<file path="config.mk">
export PLATFORM = sky130hd
export DESIGN_NAME = uart_tx_periph
export DESIGN_NICKNAME = d
export VERILOG_FILES = /design/src/rtl/uart_pkg.sv /design/src/rtl/uart_tx_fifo.sv /design/src/rtl/uart_tx_periph.sv
export SDC_FILE = /design/constraint.sdc
export NUM_CORES = 1
export LEC_CHECK = 0
export BUFFER_PORTS_ARGS = -buffer_cell sky130_fd_sc_hd__buf_4
export CAP_MARGIN = 30
export CORE_ASPECT_RATIO = 0.6
export CORE_MARGIN = 1
export CORE_UTILIZATION = 55
export CTS_CLUSTER_SIZE = 12
export DETAILED_ROUTE_END_ITERATION = 8
export PLACE_DENSITY_LB_ADDON = 0.05
export SYNTH_ARGS = -nofsm -noshare
export SYNTH_HDL_FRONTEND = slang
export SYNTH_SLANG_ARGS = --single-unit
export TNS_END_PERCENT = 50
</file>
<file path="constraint.sdc">
create_clock -name clk_m1 -period 6.6 [get_ports clk_m1]
set_input_delay 1.98 -clock clk_m1 [delete_from_list [all_inputs] [get_ports clk_m1]]
set_output_delay 1.98 -clock clk_m1 [all_outputs]
set_load 0.1 [all_outputs]
</file>
<file path="src/rtl/uart_pkg.sv">
// Shared definitions for the UART transmit peripheral.
// Latency: n/a (constants, types and a pure helper function only).
// Backpressure: n/a.
package uart_pkg;

    // Register offsets relative to BASE_ADDR.
    localparam logic [15:0] DATA_OFS   = 16'd0;
    localparam logic [15:0] STATUS_OFS = 16'd1;

    // STATUS register bit positions; bits 6:4 are reserved and read as 0.
    localparam int ST_FULL   = 0;
    localparam int ST_EMPTY  = 1;
    localparam int ST_OVF    = 2;
    localparam int ST_IRQ_EN = 3;
    localparam int ST_BUSY   = 7;

    // Serial frame shape: 8 data bits, no parity, one stop bit.
    localparam int CHAR_BITS = 8;

    typedef enum logic [1:0] {
        SH_IDLE  = 2'd0,
        SH_START = 2'd1,
        SH_DATA  = 2'd2,
        SH_STOP  = 2'd3
    } sh_state_e;

    // Assemble the STATUS byte from its individual flags.
    function automatic logic [7:0] status_pack(
        input logic full,
        input logic empty,
        input logic ovf,
        input logic irq_en,
        input logic busy
    );
        logic [7:0] s;
        s            = 8'h00;
        s[ST_FULL]   = full;
        s[ST_EMPTY]  = empty;
        s[ST_OVF]    = ovf;
        s[ST_IRQ_EN] = irq_en;
        s[ST_BUSY]   = busy;
        return s;
    endfunction

endpackage

</file>
<file path="src/rtl/uart_tx_fifo.sv">
// Transmit byte FIFO, show-ahead read port (pop_dat valid whenever !empty).
// Latency: a pushed byte is visible on pop_dat the cycle after the push edge.
// Backpressure: pushes while full are ignored unless a pop happens on the same edge.
//
// Ports:
//   clk_m1, rst_n      clock and async active-low reset (reset empties the FIFO)
//   push, push_dat     write request and byte
//   pop                read request; ignored while empty
//   pop_dat            byte at the head of the FIFO
//   full, empty, count occupancy, registered
module uart_tx_fifo #(
    parameter int DEPTH = 4,
    parameter int WIDTH = 8
) (
    input  logic                     clk_m1,
    input  logic                     rst_n,
    input  logic                     push,
    input  logic [WIDTH-1:0]         push_dat,
    input  logic                     pop,
    output logic [WIDTH-1:0]         pop_dat,
    output logic                     full,
    output logic                     empty,
    output logic [$clog2(DEPTH):0]   count
);

    localparam int AW = $clog2(DEPTH);
    localparam logic [AW:0] CNT_FULL = (AW+1)'(DEPTH);

    logic [WIDTH-1:0] mem_q [DEPTH];
    logic [AW-1:0]    wr_ptr_q, wr_ptr_d;
    logic [AW-1:0]    rd_ptr_q, rd_ptr_d;
    logic [AW:0]      count_q,  count_d;
    logic             push_acc;
    logic             pop_acc;

    // A pop on the same edge frees a slot, so a push into a full FIFO is
    // still accepted when it coincides with a pop.
    always_comb begin
        pop_acc  = pop && (count_q != '0);
        push_acc = push && ((count_q != CNT_FULL) || pop_acc);
        wr_ptr_d = wr_ptr_q;
        rd_ptr_d = rd_ptr_q;
        count_d  = count_q;
        if (push_acc) begin
            wr_ptr_d = wr_ptr_q + AW'(1);
        end
        if (pop_acc) begin
            rd_ptr_d = rd_ptr_q + AW'(1);
        end
        count_d = count_q + {{AW{1'b0}}, push_acc} - {{AW{1'b0}}, pop_acc};
    end

    always_ff @(posedge clk_m1 or negedge rst_n) begin
        if (!rst_n) begin
            wr_ptr_q <= '0;
            rd_ptr_q <= '0;
            count_q  <= '0;
        end else begin
            wr_ptr_q <= wr_ptr_d;
            rd_ptr_q <= rd_ptr_d;
            count_q  <= count_d;
        end
    end

    // Storage needs no reset: the pointers and count define what is valid.
    always_ff @(posedge clk_m1) begin
        if (push_acc) begin
            mem_q[wr_ptr_q] <= push_dat;
        end
    end

    assign pop_dat = mem_q[rd_ptr_q];
    assign full    = (count_q == CNT_FULL);
    assign empty   = (count_q == '0);
    assign count   = count_q;

endmodule

</file>
<file path="src/rtl/uart_tx_periph.sv">
// 6502-bus UART transmitter: DATA/STATUS registers, TX FIFO, 8N1 shifter.
// Latency: reads 1 cycle; a byte reaches tx 1 cycle after it is popped.
// Backpressure: none on the bus; DATA writes while full are dropped and set OVF.
//
// Ports:
//   clk_m1, rst_n   clock and async active-low reset
//   addr, RW        bus address and direction (1 = read)
//   data_i          CPU write data
//   data_o          registered read data (held on unmapped reads)
//   tx              serial line, idle high
//   irq             FIFO empty and shifter idle, gated by IRQ_EN
module uart_tx_periph #(
    parameter logic [15:0] BASE_ADDR  = 16'h0F00,
    parameter int          CLK_DIV    = 16,
    parameter int          FIFO_DEPTH = 4
) (
    input  logic        clk_m1,
    input  logic        rst_n,
    input  logic [15:0] addr,
    input  logic [7:0]  data_i,
    input  logic        RW,
    output logic [7:0]  data_o,
    output logic        tx,
    output logic        irq
);

    import uart_pkg::*;

    localparam logic [15:0] DATA_ADDR   = BASE_ADDR + DATA_OFS;
    localparam logic [15:0] STATUS_ADDR = BASE_ADDR + STATUS_OFS;
    localparam int          FAW         = $clog2(FIFO_DEPTH);
    localparam logic [FAW:0] FIFO_CNT_FULL = (FAW+1)'(FIFO_DEPTH);
    localparam int          CW          = $clog2(CLK_DIV);
    localparam logic [CW-1:0] BAUD_LAST = CW'(CLK_DIV - 1);
    localparam logic [2:0]  LAST_BIT    = 3'(CHAR_BITS - 1);

    // Shifter state
    sh_state_e      state_q, state_d;
    logic [CW-1:0]  baud_cnt_q, baud_cnt_d;
    logic [2:0]     bit_cnt_q, bit_cnt_d;
    logic [7:0]     shreg_q, shreg_d;

    // Register state
    logic           ovf_q, ovf_d;
    logic           irq_en_q, irq_en_d;
    logic [7:0]     data_o_q, data_o_d;

    // FIFO interface
    logic           fifo_push;
    logic           fifo_pop;
    logic [7:0]     fifo_rd_dat;
    logic           fifo_full;
    logic           fifo_empty;
    logic [FAW:0]   fifo_count;

    // Decode and status helpers
    logic           wr_data, wr_status, rd_data, rd_status;
    logic           baud_done;
    logic           busy;
    logic [FAW:0]   cnt_nxt;
    logic [7:0]     status_nxt;

    uart_tx_fifo #(
        .DEPTH (FIFO_DEPTH),
        .WIDTH (8)
    ) u_fifo (
        .clk_m1   (clk_m1),
        .rst_n    (rst_n),
        .push     (fifo_push),
        .push_dat (data_i),
        .pop      (fifo_pop),
        .pop_dat  (fifo_rd_dat),
        .full     (fifo_full),
        .empty    (fifo_empty),
        .count    (fifo_count)
    );

    assign baud_done = (baud_cnt_q == BAUD_LAST);

    //------------------------------------------------------------------
    // Shifter FSM: state register
    //------------------------------------------------------------------
    always_ff @(posedge clk_m1 or negedge rst_n) begin
        if (!rst_n) begin
            state_q <= SH_IDLE;
        end else begin
            state_q <= state_d;
        end
    end

    //------------------------------------------------------------------
    // Shifter FSM: next state. The pop is a transition action: it happens
    // from IDLE, or at the end of STOP so frames run back-to-back.
    //------------------------------------------------------------------
    always_comb begin
        state_d  = state_q;
        fifo_pop = 1'b0;
        unique case (state_q)
            SH_IDLE: begin
                if (!fifo_empty) begin
                    fifo_pop = 1'b1;
                    state_d  = SH_START;
                end
            end
            SH_START: begin
                if (baud_done) begin
                    state_d = SH_DATA;
                end
            end
            SH_DATA: begin
                if (baud_done && (bit_cnt_q == LAST_BIT)) begin
                    state_d = SH_STOP;
                end
            end
            SH_STOP: begin
                if (baud_done) begin
                    if (!fifo_empty) begin
                        fifo_pop = 1'b1;
                        state_d  = SH_START;
                    end else begin
                        state_d = SH_IDLE;
                    end
                end
            end
            default: state_d = SH_IDLE;
        endcase
    end

    //------------------------------------------------------------------
    // Shifter FSM: outputs
    //------------------------------------------------------------------
    always_comb begin
        tx   = 1'b1;
        busy = 1'b1;
        unique case (state_q)
            SH_IDLE:  busy = 1'b0;
            SH_START: tx   = 1'b0;
            SH_DATA:  tx   = shreg_q[0];
            SH_STOP:  tx   = 1'b1;
            default:  busy = 1'b0;
        endcase
    end

    //------------------------------------------------------------------
    // Baud counter, bit counter and shift register
    //------------------------------------------------------------------
    always_comb begin
        baud_cnt_d = baud_cnt_q;
        bit_cnt_d  = bit_cnt_q;
        shreg_d    = shreg_q;
        if (fifo_pop) begin
            baud_cnt_d = '0;
            bit_cnt_d  = '0;
            shreg_d    = fifo_rd_dat;
        end else if (state_q == SH_IDLE) begin
            baud_cnt_d = '0;
        end else begin
            baud_cnt_d = baud_done ? '0 : baud_cnt_q + CW'(1);
            if ((state_q == SH_DATA) && baud_done) begin
                shreg_d   = {1'b0, shreg_q[7:1]};
                bit_cnt_d = bit_cnt_q + 3'd1;
            end
        end
    end

    //------------------------------------------------------------------
    // Bus decode, register updates and read mux
    //------------------------------------------------------------------
    always_comb begin
        wr_data   = !RW && (addr == DATA_ADDR);
        wr_status = !RW && (addr == STATUS_ADDR);
        rd_data   =  RW && (addr == DATA_ADDR);
        rd_status =  RW && (addr == STATUS_ADDR);

        fifo_push = wr_data && (!fifo_full || fifo_pop);

        ovf_d = ovf_q;
        if (wr_status && data_i[ST_OVF]) begin
            ovf_d = 1'b0;
        end
        if (wr_data && fifo_full && !fifo_pop) begin
            ovf_d = 1'b1;
        end

        irq_en_d = wr_status ? data_i[ST_IRQ_EN] : irq_en_q;

        // STATUS is built from post-edge values so a read agrees with the
        // register state it is presented alongside.
        cnt_nxt    = fifo_count + {{FAW{1'b0}}, fifo_push} - {{FAW{1'b0}}, fifo_pop};
        status_nxt = status_pack((cnt_nxt == FIFO_CNT_FULL),
                                 (cnt_nxt == '0) && (state_d == SH_IDLE),
                                 ovf_d,
                                 irq_en_d,
                                 (state_d != SH_IDLE));

        data_o_d = data_o_q;
        if (rd_status) begin
            data_o_d = status_nxt;
        end else if (rd_data) begin
            data_o_d = 8'h00;
        end
    end

    always_ff @(posedge clk_m1 or negedge rst_n) begin
        if (!rst_n) begin
            baud_cnt_q <= '0;
            bit_cnt_q  <= '0;
            shreg_q    <= '0;
            ovf_q      <= 1'b0;
            irq_en_q   <= 1'b0;
            data_o_q   <= 8'h00;
        end else begin
            baud_cnt_q <= baud_cnt_d;
            bit_cnt_q  <= bit_cnt_d;
            shreg_q    <= shreg_d;
            ovf_q      <= ovf_d;
            irq_en_q   <= irq_en_d;
            data_o_q   <= data_o_d;
        end
    end

    assign data_o = data_o_q;
    assign irq    = irq_en_q && fifo_empty && (state_q == SH_IDLE);

endmodule

</file>
==> reports/qor.csv <==
metric;value;unit
setup_viol;0;
syn_to_final_growth;17.5;%
cpMostUsedCell;or4_4;
drv_slew;0;
rrSetupSlack;3130;ps
rsz0062_at_grt;no;
grtUsageTotal;21.2;%
syn_area;2930;um^2
period_share;64.4;%
numCtsBuffers;9;
crit_fanout;4;
slowest_stage;or4_4;
drive_gt1_share;25.7;%
syn_avg_cell_area;13.4;um^2
power.leakage;1.39;nW
cts_resized;0;
dieHeight;58.6;um
overflow;0;
post_dp_cell_area;3240;um^2
crit_arrival;4490;ps
r2r_start;state_q[0]$_DFF_PN0_;
hpwl;3680;um
finalPower;0.000793;W
fmax;235;MHz
reg2regPathDepth;10;
grt_pass1_vias;1739;
slew_headroom;34.2;%
postSynthCellCount;218;
skew;5.81;ps
final_cell_mix;buf_4 (34), edfxtp_1 (32), dfrtp_1 (31);
synth_largest_area_cell;edfxtp_1;
cp-endpoint;data_o[1]$_DFFE_PN0P_;
setup_tns;0;ps
ant_nets;0;
routed_via_density;5.47;
antenna_found_initial;0;
status;finished clean;
first_pass_iters;4;
wirelength;5110;um
cts.clk_slew.worst_paths;60;ps
clockBufferDepth;2;
max_stage_delay;530;ps
peakVddDrop;0.000163;V
startpoint;addr[5];
synth_top_area_share;32.8;%
drtIter0Drc;62;
grt_pass1_wl;8460;um
worst_pin_slew;982;ps
boundaryPins;37;
wire_per_inst;15.6;um
final_common_cell;buf_4;
crit_required;6850;ps
synth_ff_type;edfxtp_1;
synth-seq-cells;63;
crit_type;primary input to register;
cp_cell_sequence;buf_4, or4_4, nor4_4, nand2_1, nor2_1, ha_1, fa_1, or4_4, o31ai_2;
rr_endpoint;data_o[1]$_DFFE_PN0P_;
cts_max_level;3;
core_area;5100;um^2
final_util;67.5;%
nFillCells;374;
diodes;0;
hold_viol_final;0;
cts_hold_buf;0;
synth-seq-area-share;59.2;%
start_util;57.4;%
final_nets;299;
routed-via-count;1789;
synth_edf_count;32;
gp_congestion;0.725;
maxCapViolCount;0;
crit_path_start_kind;primary input;
numPortBuffers;33;
synthArstFlopShare;49.2;%
die_x;96.3;um
fin_crit;4250;ps
ys_warn_count;0;
core.rowCount;20;
p_per_area;230;nW/um^2
synth_area_leaders;edfxtp_1 (33%), dfrtp_1 (26%), mux4_2 (6.1%), ha_1 (6.0%), mux2i_1 (3.1%);
cts-root-buf;clkbuf_8;
hold_start;data_o[7]$_DFFE_PN0P_;
ys_types;43;
post_cts_buffers;0;
hp-class;register to register;
drc;0;
clock_latency;340;ps
cts_tree;done;
clock_sink_count;63;
dieArea;5640;um^2
grt_max_degree;32;
design_area;3450;um^2
critPathCaptureType;register;
[per-layer routing]
layer	global-route usage, %	vias to the layer above	part of all wire (%)
met5	0	-	0
met4	7.04	0	0.84
met3	8.53	6	7.6
met2	29.6	58	42
met1	30.4	865	49
li1	-	860	-
[area by class of cell]
cell class | count | area (um^2) | share of cell area [%]
clock inverter | 5 | 73.8 | 2.14
inverter | 12 | 45.0 | 1.31
sequential | 63 | 1740 | 50.4
multi-input combinational | 136 | 1120 | 32.5
tap | 66 | 82.6 | 2.40
timing repair buffer | 34 | 255 | 7.41
clock buffer | 11 | 131 | 3.81
[worst max-delay path, delay by kind of cell]
| family | cells | cell delay, ps |
|---|---|---|
| buffers and inverters | 1 | 110 |
| AND/OR/NAND/NOR | 5 | 1640 |
| adder cells (fa/ha/maj) | 2 | 570 |
| AO/OA/AOI/OAI | 1 | 180 |
[stage by stage]
step / worst slack [ps] / cells / hold WS (ps)
2_1_floorplan: 1800 / 220 / 456
3_3_place_gp: 2040 / 311 / 464
3_5_place_dp: 1990 / 311 / 478
4_1_cts: 2340 / 327 / 492
5_1_grt: 2280 / 327 / 517
6_report: 2350 / 327 / 486
[Yosys cell counts, types with 2 or more instances]
cell type,number
nand3_1,2
buf_1,2
buf_4,3
a21oi_1,6
edfxtp_1,32
mux2i_1,9
mux4_2,8
and3_1,2
o21ai_0,14
nor2_1,6
ha_1,14
inv_1,12
or4_1,3
or4_4,3
dfrtp_1,31
xor2_1,2
and2_1,4
nand2_1,24
fa_1,2
xnor2_1,7
nor3_1,6
clkbuf_1,3
o31ai_1,3
[flip-flops by register name (all words and copies together) (netlist names)]
| register | cells |
|---|---|
| u_fifo.wr_ptr_q | 2 |
| u_fifo.count | 3 |
| bit_cnt_q | 3 |
| state_q | 2 |
| irq_en_q | 1 |
| ovf_q | 1 |
| baud_cnt_q | 4 |
| data_o | 5 |
| u_fifo.mem_q | 32 |
| u_fifo.rd_ptr_q | 2 |
| shreg_q | 8 |
[where the power goes]
part / leakage, nW / total, W / internal, W / switching [W]
logic: 0.614 / 0.0000292 / 0.0000113 / 0.0000178
clock network: 0.105 / 0.000350 / 0.000210 / 0.000140
registers: 0.676 / 0.000414 / 0.000414 / 0.000000279
[worst min path at each step]
stage | to | slack, ps | cells after the start
2_1_floorplan | baud_cnt_q[0]$_DFF_PN0_ | 460 | 1
3_3_place_gp | data_o[7]$_DFFE_PN0P_ | 460 | 2
3_5_place_dp | data_o[7]$_DFFE_PN0P_ | 480 | 2
4_1_cts | baud_cnt_q[0]$_DFF_PN0_ | 490 | 1
5_1_grt | baud_cnt_q[0]$_DFF_PN0_ | 520 | 1
6_report | data_o[7]$_DFFE_PN0P_ | 490 | 2
[logic make-up after synthesis]
family	after synthesis	synth area share, %
xor+xnor	9	2.69
fa+ha+maj	16	7.34
other cells	1	0.128
flops	63	59.2
simple gates	60	11.5
compound gates	29	5.98
mux	19	9.99
buf+inv	21	3.12
Power figures use the tool's default switching activity.
